[config.mk]
export PLATFORM = sky130hd
export DESIGN_NAME = fma_align_sum_pipe
export DESIGN_NICKNAME = d
export VERILOG_FILES = /design/src/rtl/fma_align_sum_pipe.sv
export SDC_FILE = /design/constraint.sdc
export NUM_CORES = 1
export LEC_CHECK = 0
export BUFFER_PORTS_ARGS = -buffer_cell sky130_fd_sc_hd__buf_4
export CAP_MARGIN = 20
export CORE_ASPECT_RATIO = 0.7
export CORE_MARGIN = 2
export CORE_UTILIZATION = 35
export DETAILED_ROUTE_END_ITERATION = 8
export GPL_ROUTABILITY_DRIVEN = 0
export PLACE_DENSITY = 0.56
export SLEW_MARGIN = 20
export SYNTH_ARGS = -nofsm -noshare
export SYNTH_HDL_FRONTEND = slang
export SYNTH_SLANG_ARGS = --single-unit
export TNS_END_PERCENT = 30
[constraint.sdc]
create_clock -name clk -period 10.45 [get_ports clk]
set_input_delay 1.045 -clock clk [delete_from_list [all_inputs] [get_ports clk]]
set_output_delay 1.045 -clock clk [all_outputs]
set_load 0.02 [all_outputs]
[src/rtl/fma_align_sum_pipe.sv]
// FMA align-and-sum stage: aligns addend Z against the product, then adds/subtracts; 2-cycle valid/ready pipe.
// Optional FMA_ALIGN_LZC_EN: when defined, stage 2 also registers the leading-zero count of sm.
module fma_align_sum_pipe #(
  parameter int NE  = 5,
  parameter int NF  = 10,
  parameter int W   = 3*NF+5,
  parameter int LZW = 6
) (
  input  logic              clk,
  input  logic              reset,
  input  logic              in_valid,
  output logic              in_ready,
  input  logic              xs,
  input  logic              ys,
  input  logic              zs,
  input  logic [NE+1:0]     pe,
  input  logic [NE-1:0]     ze,
  input  logic [NF-1:0]     zm,
  input  logic [2*NF+1:0]   pm,
  input  logic              x_zero,
  input  logic              y_zero,
  input  logic              z_zero,
  output logic              out_valid,
  input  logic              out_ready,
  output logic              ss,
  output logic [NE+1:0]     se,
  output logic [W-1:0]      sm,
  output logic              sticky,
  output logic              zero_result,
  output logic [LZW-1:0]    lzc
);

  // Handshake
  logic s1_adv, s2_adv;

  // Stage 1 combinational alignment
  logic                 al_ps, al_inv, al_zsgn;
  logic signed [NE+2:0] acnt;
  logic signed [31:0]   acnt_ext;
  logic [W-1:0]         zvec, pvec;
  logic [2*W-1:0]       zsh;
  logic                 prod_hid;
  logic [W-1:0]         al_p, al_a;
  logic                 al_st;
  logic [NE+1:0]        al_se;

  // Stage 1 registers
  logic            s1_vld_q,  s1_vld_d;
  logic            s1_inv_q,  s1_inv_d;
  logic            s1_ps_q,   s1_ps_d;
  logic            s1_zs_q,   s1_zs_d;
  logic            s1_zsgn_q, s1_zsgn_d;
  logic [W-1:0]    s1_p_q,    s1_p_d;
  logic [W-1:0]    s1_a_q,    s1_a_d;
  logic            s1_st_q,   s1_st_d;
  logic [NE+1:0]   s1_se_q,   s1_se_d;

  // Stage 2 combinational sum
  logic [W:0]      sum;
  logic            sum_neg;
  logic [W-1:0]    sm_calc;
  logic            ss_calc;
  logic            zr_calc;
  logic [LZW-1:0]  lzc_calc;

  // Stage 2 (output) registers
  logic            out_vld_q, out_vld_d;
  logic            ss_q,      ss_d;
  logic [NE+1:0]   se_q,      se_d;
  logic [W-1:0]    sm_q,      sm_d;
  logic            sticky_q,  sticky_d;
  logic            zr_q,      zr_d;
  logic [LZW-1:0]  lzc_q,     lzc_d;

  always_comb begin
    s2_adv   = !out_vld_q || out_ready;
    s1_adv   = !s1_vld_q || s2_adv;
    in_ready = s1_adv;
  end

  // Alignment: Z starts with its 1.0 at the top bit and slides right by ACNT.
  always_comb begin
    al_ps    = xs ^ ys;
    al_inv   = al_ps ^ zs;
    al_zsgn  = xs & ys & zs;
    acnt     = $signed({pe[NE+1], pe}) - $signed({3'b000, ze}) + $signed((NE+3)'(NF+2));
    acnt_ext = 32'(acnt);
    zvec     = {(ze != '0), zm, {(W-NF-1){1'b0}}};
    pvec     = {{(W-2*NF-4){1'b0}}, pm, 2'b00};
    zsh      = {zvec, {W{1'b0}}} >> acnt[NE+2:0];
    prod_hid = x_zero | y_zero | acnt[NE+2];
    if (prod_hid) begin
      al_p  = '0;
      al_a  = zvec;
      al_st = !(x_zero | y_zero);
      al_se = {2'b00, ze};
    end else if (acnt_ext >= W) begin
      al_p  = pvec;
      al_a  = '0;
      al_st = !z_zero;
      al_se = pe;
    end else begin
      al_p  = pvec;
      al_a  = zsh[2*W-1:W];
      al_st = |zsh[W-1:0];
      al_se = pe;
    end
  end

  always_comb begin
    s1_vld_d  = s1_vld_q;
    s1_inv_d  = s1_inv_q;
    s1_ps_d   = s1_ps_q;
    s1_zs_d   = s1_zs_q;
    s1_zsgn_d = s1_zsgn_q;
    s1_p_d    = s1_p_q;
    s1_a_d    = s1_a_q;
    s1_st_d   = s1_st_q;
    s1_se_d   = s1_se_q;
    if (s1_adv) begin
      s1_vld_d = in_valid;
      if (in_valid) begin
        s1_inv_d  = al_inv;
        s1_ps_d   = al_ps;
        s1_zs_d   = zs;
        s1_zsgn_d = al_zsgn;
        s1_p_d    = al_p;
        s1_a_d    = al_a;
        s1_st_d   = al_st;
        s1_se_d   = al_se;
      end
    end
  end

  // Subtraction uses the one's complement plus !sticky: a nonzero tail lost
  // from A means the true difference lies just below P-A, so we floor.
  always_comb begin
    if (s1_inv_q) begin
      sum = {1'b0, s1_p_q} + ~{1'b0, s1_a_q} + (W+1)'(!s1_st_q);
    end else begin
      sum = {1'b0, s1_p_q} + {1'b0, s1_a_q};
    end
    sum_neg = s1_inv_q & sum[W];
    sm_calc = sum_neg ? (~sum[W-1:0] + W'(1)) : sum[W-1:0];
    ss_calc = sum_neg ? s1_zs_q : s1_ps_q;
    zr_calc = (sm_calc == '0) && !s1_st_q;
    if (zr_calc) begin
      ss_calc = s1_inv_q ? 1'b0 : s1_zsgn_q;
    end
  end

`ifdef FMA_ALIGN_LZC_EN
  always_comb begin
    lzc_calc = LZW'(W);
    for (int i = 0; i < W; i++) begin
      if (sm_calc[i]) lzc_calc = LZW'(W-1-i);
    end
  end
`else
  always_comb begin
    lzc_calc = '0;
  end
`endif

  always_comb begin
    out_vld_d = out_vld_q;
    ss_d      = ss_q;
    se_d      = se_q;
    sm_d      = sm_q;
    sticky_d  = sticky_q;
    zr_d      = zr_q;
    lzc_d     = lzc_q;
    if (s2_adv) begin
      out_vld_d = s1_vld_q;
      if (s1_vld_q) begin
        ss_d     = ss_calc;
        se_d     = s1_se_q;
        sm_d     = sm_calc;
        sticky_d = s1_st_q;
        zr_d     = zr_calc;
        lzc_d    = lzc_calc;
      end
    end
  end

  always_ff @(posedge clk) begin
    if (reset) begin
      s1_vld_q  <= 1'b0;
      s1_inv_q  <= 1'b0;
      s1_ps_q   <= 1'b0;
      s1_zs_q   <= 1'b0;
      s1_zsgn_q <= 1'b0;
      s1_p_q    <= '0;
      s1_a_q    <= '0;
      s1_st_q   <= 1'b0;
      s1_se_q   <= '0;
      out_vld_q <= 1'b0;
      ss_q      <= 1'b0;
      se_q      <= '0;
      sm_q      <= '0;
      sticky_q  <= 1'b0;
      zr_q      <= 1'b0;
      lzc_q     <= '0;
    end else begin
      s1_vld_q  <= s1_vld_d;
      s1_inv_q  <= s1_inv_d;
      s1_ps_q   <= s1_ps_d;
      s1_zs_q   <= s1_zs_d;
      s1_zsgn_q <= s1_zsgn_d;
      s1_p_q    <= s1_p_d;
      s1_a_q    <= s1_a_d;
      s1_st_q   <= s1_st_d;
      s1_se_q   <= s1_se_d;
      out_vld_q <= out_vld_d;
      ss_q      <= ss_d;
      se_q      <= se_d;
      sm_q      <= sm_d;
      sticky_q  <= sticky_d;
      zr_q      <= zr_d;
      lzc_q     <= lzc_d;
    end
  end

  always_comb begin
    out_valid   = out_vld_q;
    ss          = ss_q;
    se          = se_q;
    sm          = sm_q;
    sticky      = sticky_q;
    zero_result = zr_q;
    lzc         = lzc_q;
  end

endmodule

==> run metrics <==
outcome=finished clean; Max H-tree Level=4; synthesized cell area=0.01040 mm^2; post-route ant nets=0; Comb pwr share=0.371; Yosys reg bits=116; crit path capture type=register; hold buffer count at CTS=0; worst flop-to-flop path endpoint=ss; Global Route Usage Sum=0.2380; I/O Pins=107; DP HPWL=28.91 mm; Synth Flop Type=dfxtp_1; CTS clk-pin slew, worst paths=0.06 ns; # Post-CTS Setup Buffers=0; clk_lat worst skew=0.44 ns; vias in the first global route=10210; Tot Pwr=1.690 mW; non-filler cells, final=1900; CTS sink count=116; FF-to-FF setup slack=4.73 ns; Final Core Density=0.4090; Die Wd=210.0 um; Port Buffer Count=100; Hold Path Origin=sm[21]; dpl ws=4.920 ns; Switch Pwr=0.6644 mW; Relative slew margins=0.2682; area leader, netlist=dfxtp_1; setup_tns=0 ns; final worst setup slack=4.725 ns; Cells after DPL=1868; PwrDens=142.1 mW/mm^2; Net Sw Frac=0.3931; Post-synth EDFFs=0; Iteration-0 DRC Markers=988; DIE AREA=0.03112 mm^2; nets@finish=1624; Pleak=4.694 nW; Synth cell types=84; max-cap viol count=0; WL final=37.24 mm; Syn Area/Cell=7.044 um^2; clock root buffer master=clkbuf_16; startpoint types=register; total congestion overflow=0; actual slew at the worst max-slew pin=1.096 ns; Crit Path Category=register to register; DRT Pass-1 Iters=5; CTS buffer count=17; Clock Skews=0.01747 ns; Worst Hold Path EP=sm[21]; data required time of the worst path=10.80 ns; initial antenna violation count=0; CP arrival=6.08 ns; Vias=11280; P&R area growth vs syn=14.39%; hold path depth=2; share of cells above drive strength 1=0.1222; largest net degree at the start of global routing=68; Cells after Synth=1476; row cnt=52; achievable frequency=174.7 MHz; peak supply drop=0.00008783 V; Synth area leaders=dfxtp_1, a21oi_1, ha_1, nand2_1, nor2_1; Tcrit/Tclk final=0.5478; fin. max-slew vios=0; initial cell density of the core=0.3575; DR WL/cell=19.60 um; first-pass GRT wire length=58.54 mm; Hold Crit Class=register to register; power share of the clock group=0.343; sequential fraction of the synthesis area=0.2233; PostCTS Resize Cnt=0; maximum buffer depth of the clock tree=2; Seq pwr share=0.286; minimum clock period after layout=5.725 ns; Yosys Warn Count=0; cells on worst reg2reg path=17; RSZ-0062 raised after global routing=false; Hold Vio Cnt, Final=0; Via density=5.936; CTS tree=built; top cell type's share of synthesized area=0.2233; DRC viols=0; Core Region=0.02908 mm^2; Final Setup Violations=0; Ant. Diodes=0; share of flip-flops with an asynchronous set or reset=0; Die H=148.2 um; RR Startpoint=s1_a_q[0]; Power Internal=1.026 mW; crit path max fanout=9
==> critical path, stage by stage, from the launching register on <==
cell and delay, ns:
dfxtp_1 0.40, inv_1 0.06, ha_1 0.23, ha_1 0.20, a211oi_1 0.42, o31ai_1 0.25
mux2i_1 0.21, xor2_1 0.49, nand3_1 0.39, nor4_4 0.63, a41oi_1 0.23, xnor2_1 0.45
o2111ai_1 0.26, nor4_1 0.38, nand4b_1 0.25, nor4b_4 0.45, nand4_1 0.14, a31oi_1 0.21
==> cells in the mapped netlist, types with 12 or more instances <==
cell	count
nand4_1	20
dfxtp_1	116
xor2_1	16
o211ai_1	12
xnor2_1	40
nor4_1	21
inv_1	69
a31oi_1	19
o31ai_1	22
nor2_1	146
and3_1	19
buf_2	17
o21ai_0	57
a21oi_1	159
a22oi_1	16
nand3_1	74
nor2b_1	18
clkbuf_1	69
nor3_1	55
a211oi_1	37
mux2i_1	15
nand2_1	184
ha_1	59
==> sequential cells by signal, indices dropped and copies added, names as in the netlist <==
signal / count
out_valid: 1
s1_a_q: 35
s1_inv_q: 1
s1_p_q: 22
s1_ps_q: 1
s1_se_q: 7
s1_st_q: 1
s1_vld_q: 1
s1_zs_q: 1
s1_zsgn_q: 1
se: 7
sm: 35
ss: 1
sticky: 1
zero_result: 1
==> worst max-delay path by stage <==
| stage | slack [ns] | to | from |
|---|---|---|---|
| 6_report | 4.73 | ss | s1_a_q[0] |
| 4_1_cts | 4.88 | ss | s1_a_q[0] |
| 3_5_place_dp | 4.92 | ss | s1_a_q[0] |
| 3_3_place_gp | 5.02 | ss | s1_a_q[0] |
| 5_1_grt | 4.13 | ss | s1_a_q[0] |
| 2_1_floorplan | 6.15 | ss | s1_inv_q |
==> cell families (layout without fill, tap and decap cells) <==
group                    Yosys count  after routing  share of synthesized area
AO/OA/AOI/OAI                    439            439                     0.2793
XOR/XNOR                          57             57                    0.04874
adder cells (fa/ha/maj)           61             61                    0.07485
buffers and inverters            174            215                    0.06883
flip-flops                       116            116                     0.2233
multiplexers                      21             21                    0.02202
other                              1              6                  0.0003607
AND/OR/NAND/NOR                  607            607                     0.2826
==> stage by stage <==
step	cell area (um^2)	hold slack, ns
floorplan	10420	0.4321
global placement	11310	0.4435
detailed placement	11310	0.4450
CTS	11890	0.4514
global route	11890	0.4698
finish	11890	0.4480
==> power groups by stage <==
stage | registers, mW | logic (mW) | clock network, mW
floorplan | 0.496 | 0.434 | 0
global route | 0.485 | 0.685 | 0.606
detailed placement | 0.492 | 0.612 | 0
CTS | 0.482 | 0.615 | 0.588
global placement | 0.492 | 0.613 | 0
finish | 0.483 | 0.628 | 0.579
==> final cells by class <==
type                            count  area, um^2
Clock buffer                       19       452.9
Sequential cell                   116        2323
Tap cell                          378       473.0
Timing Repair Buffer              114       855.8
Multi-Input combinational cell   1191        7405
Fill cell                        3061       17190
Inverter                           69       259.0
Clock inverter                     13       125.1
==> metal layers <==
| metal | vias to the layer above | GRT usage | share of wire |
|---|---|---|---|
| met2 | 473 | 0.3449 | 0.41 |
| met3 | 43 | 0.05110 | 0.093 |
| met4 | 0 | 0.05213 | 0.013 |
| met1 | 5318 | 0.3571 | 0.48 |
| met5 | - | 0 | 0 |
| li1 | 5444 | - | - |
==> cells in the final DEF, fill, tap and decap left out, types with 9 or more instances in the layout <==
cell type,Yosys,final
mux2i_1,15,15
a211oi_1,37,37
a31oi_1,19,19
a41oi_1,10,10
dfxtp_1,116,115
o2111ai_1,9,9
nor4_1,21,21
ha_1,59,59
and3_1,19,19
a21oi_1,159,159
o211ai_1,12,12
o21ai_0,57,57
nand3_1,74,74
buf_4,9,114
nand4_1,20,20
clkbuf_16,0,17
xnor2_1,40,40
xor2_1,16,16
a21o_1,10,10
or3_1,10,10
nor3_1,55,53
nand2_1,184,183
o31ai_1,22,21
nor2b_1,18,17
inv_1,69,69
nor2_1,146,146
a22oi_1,16,16
(Power assumes the default switching activity.)
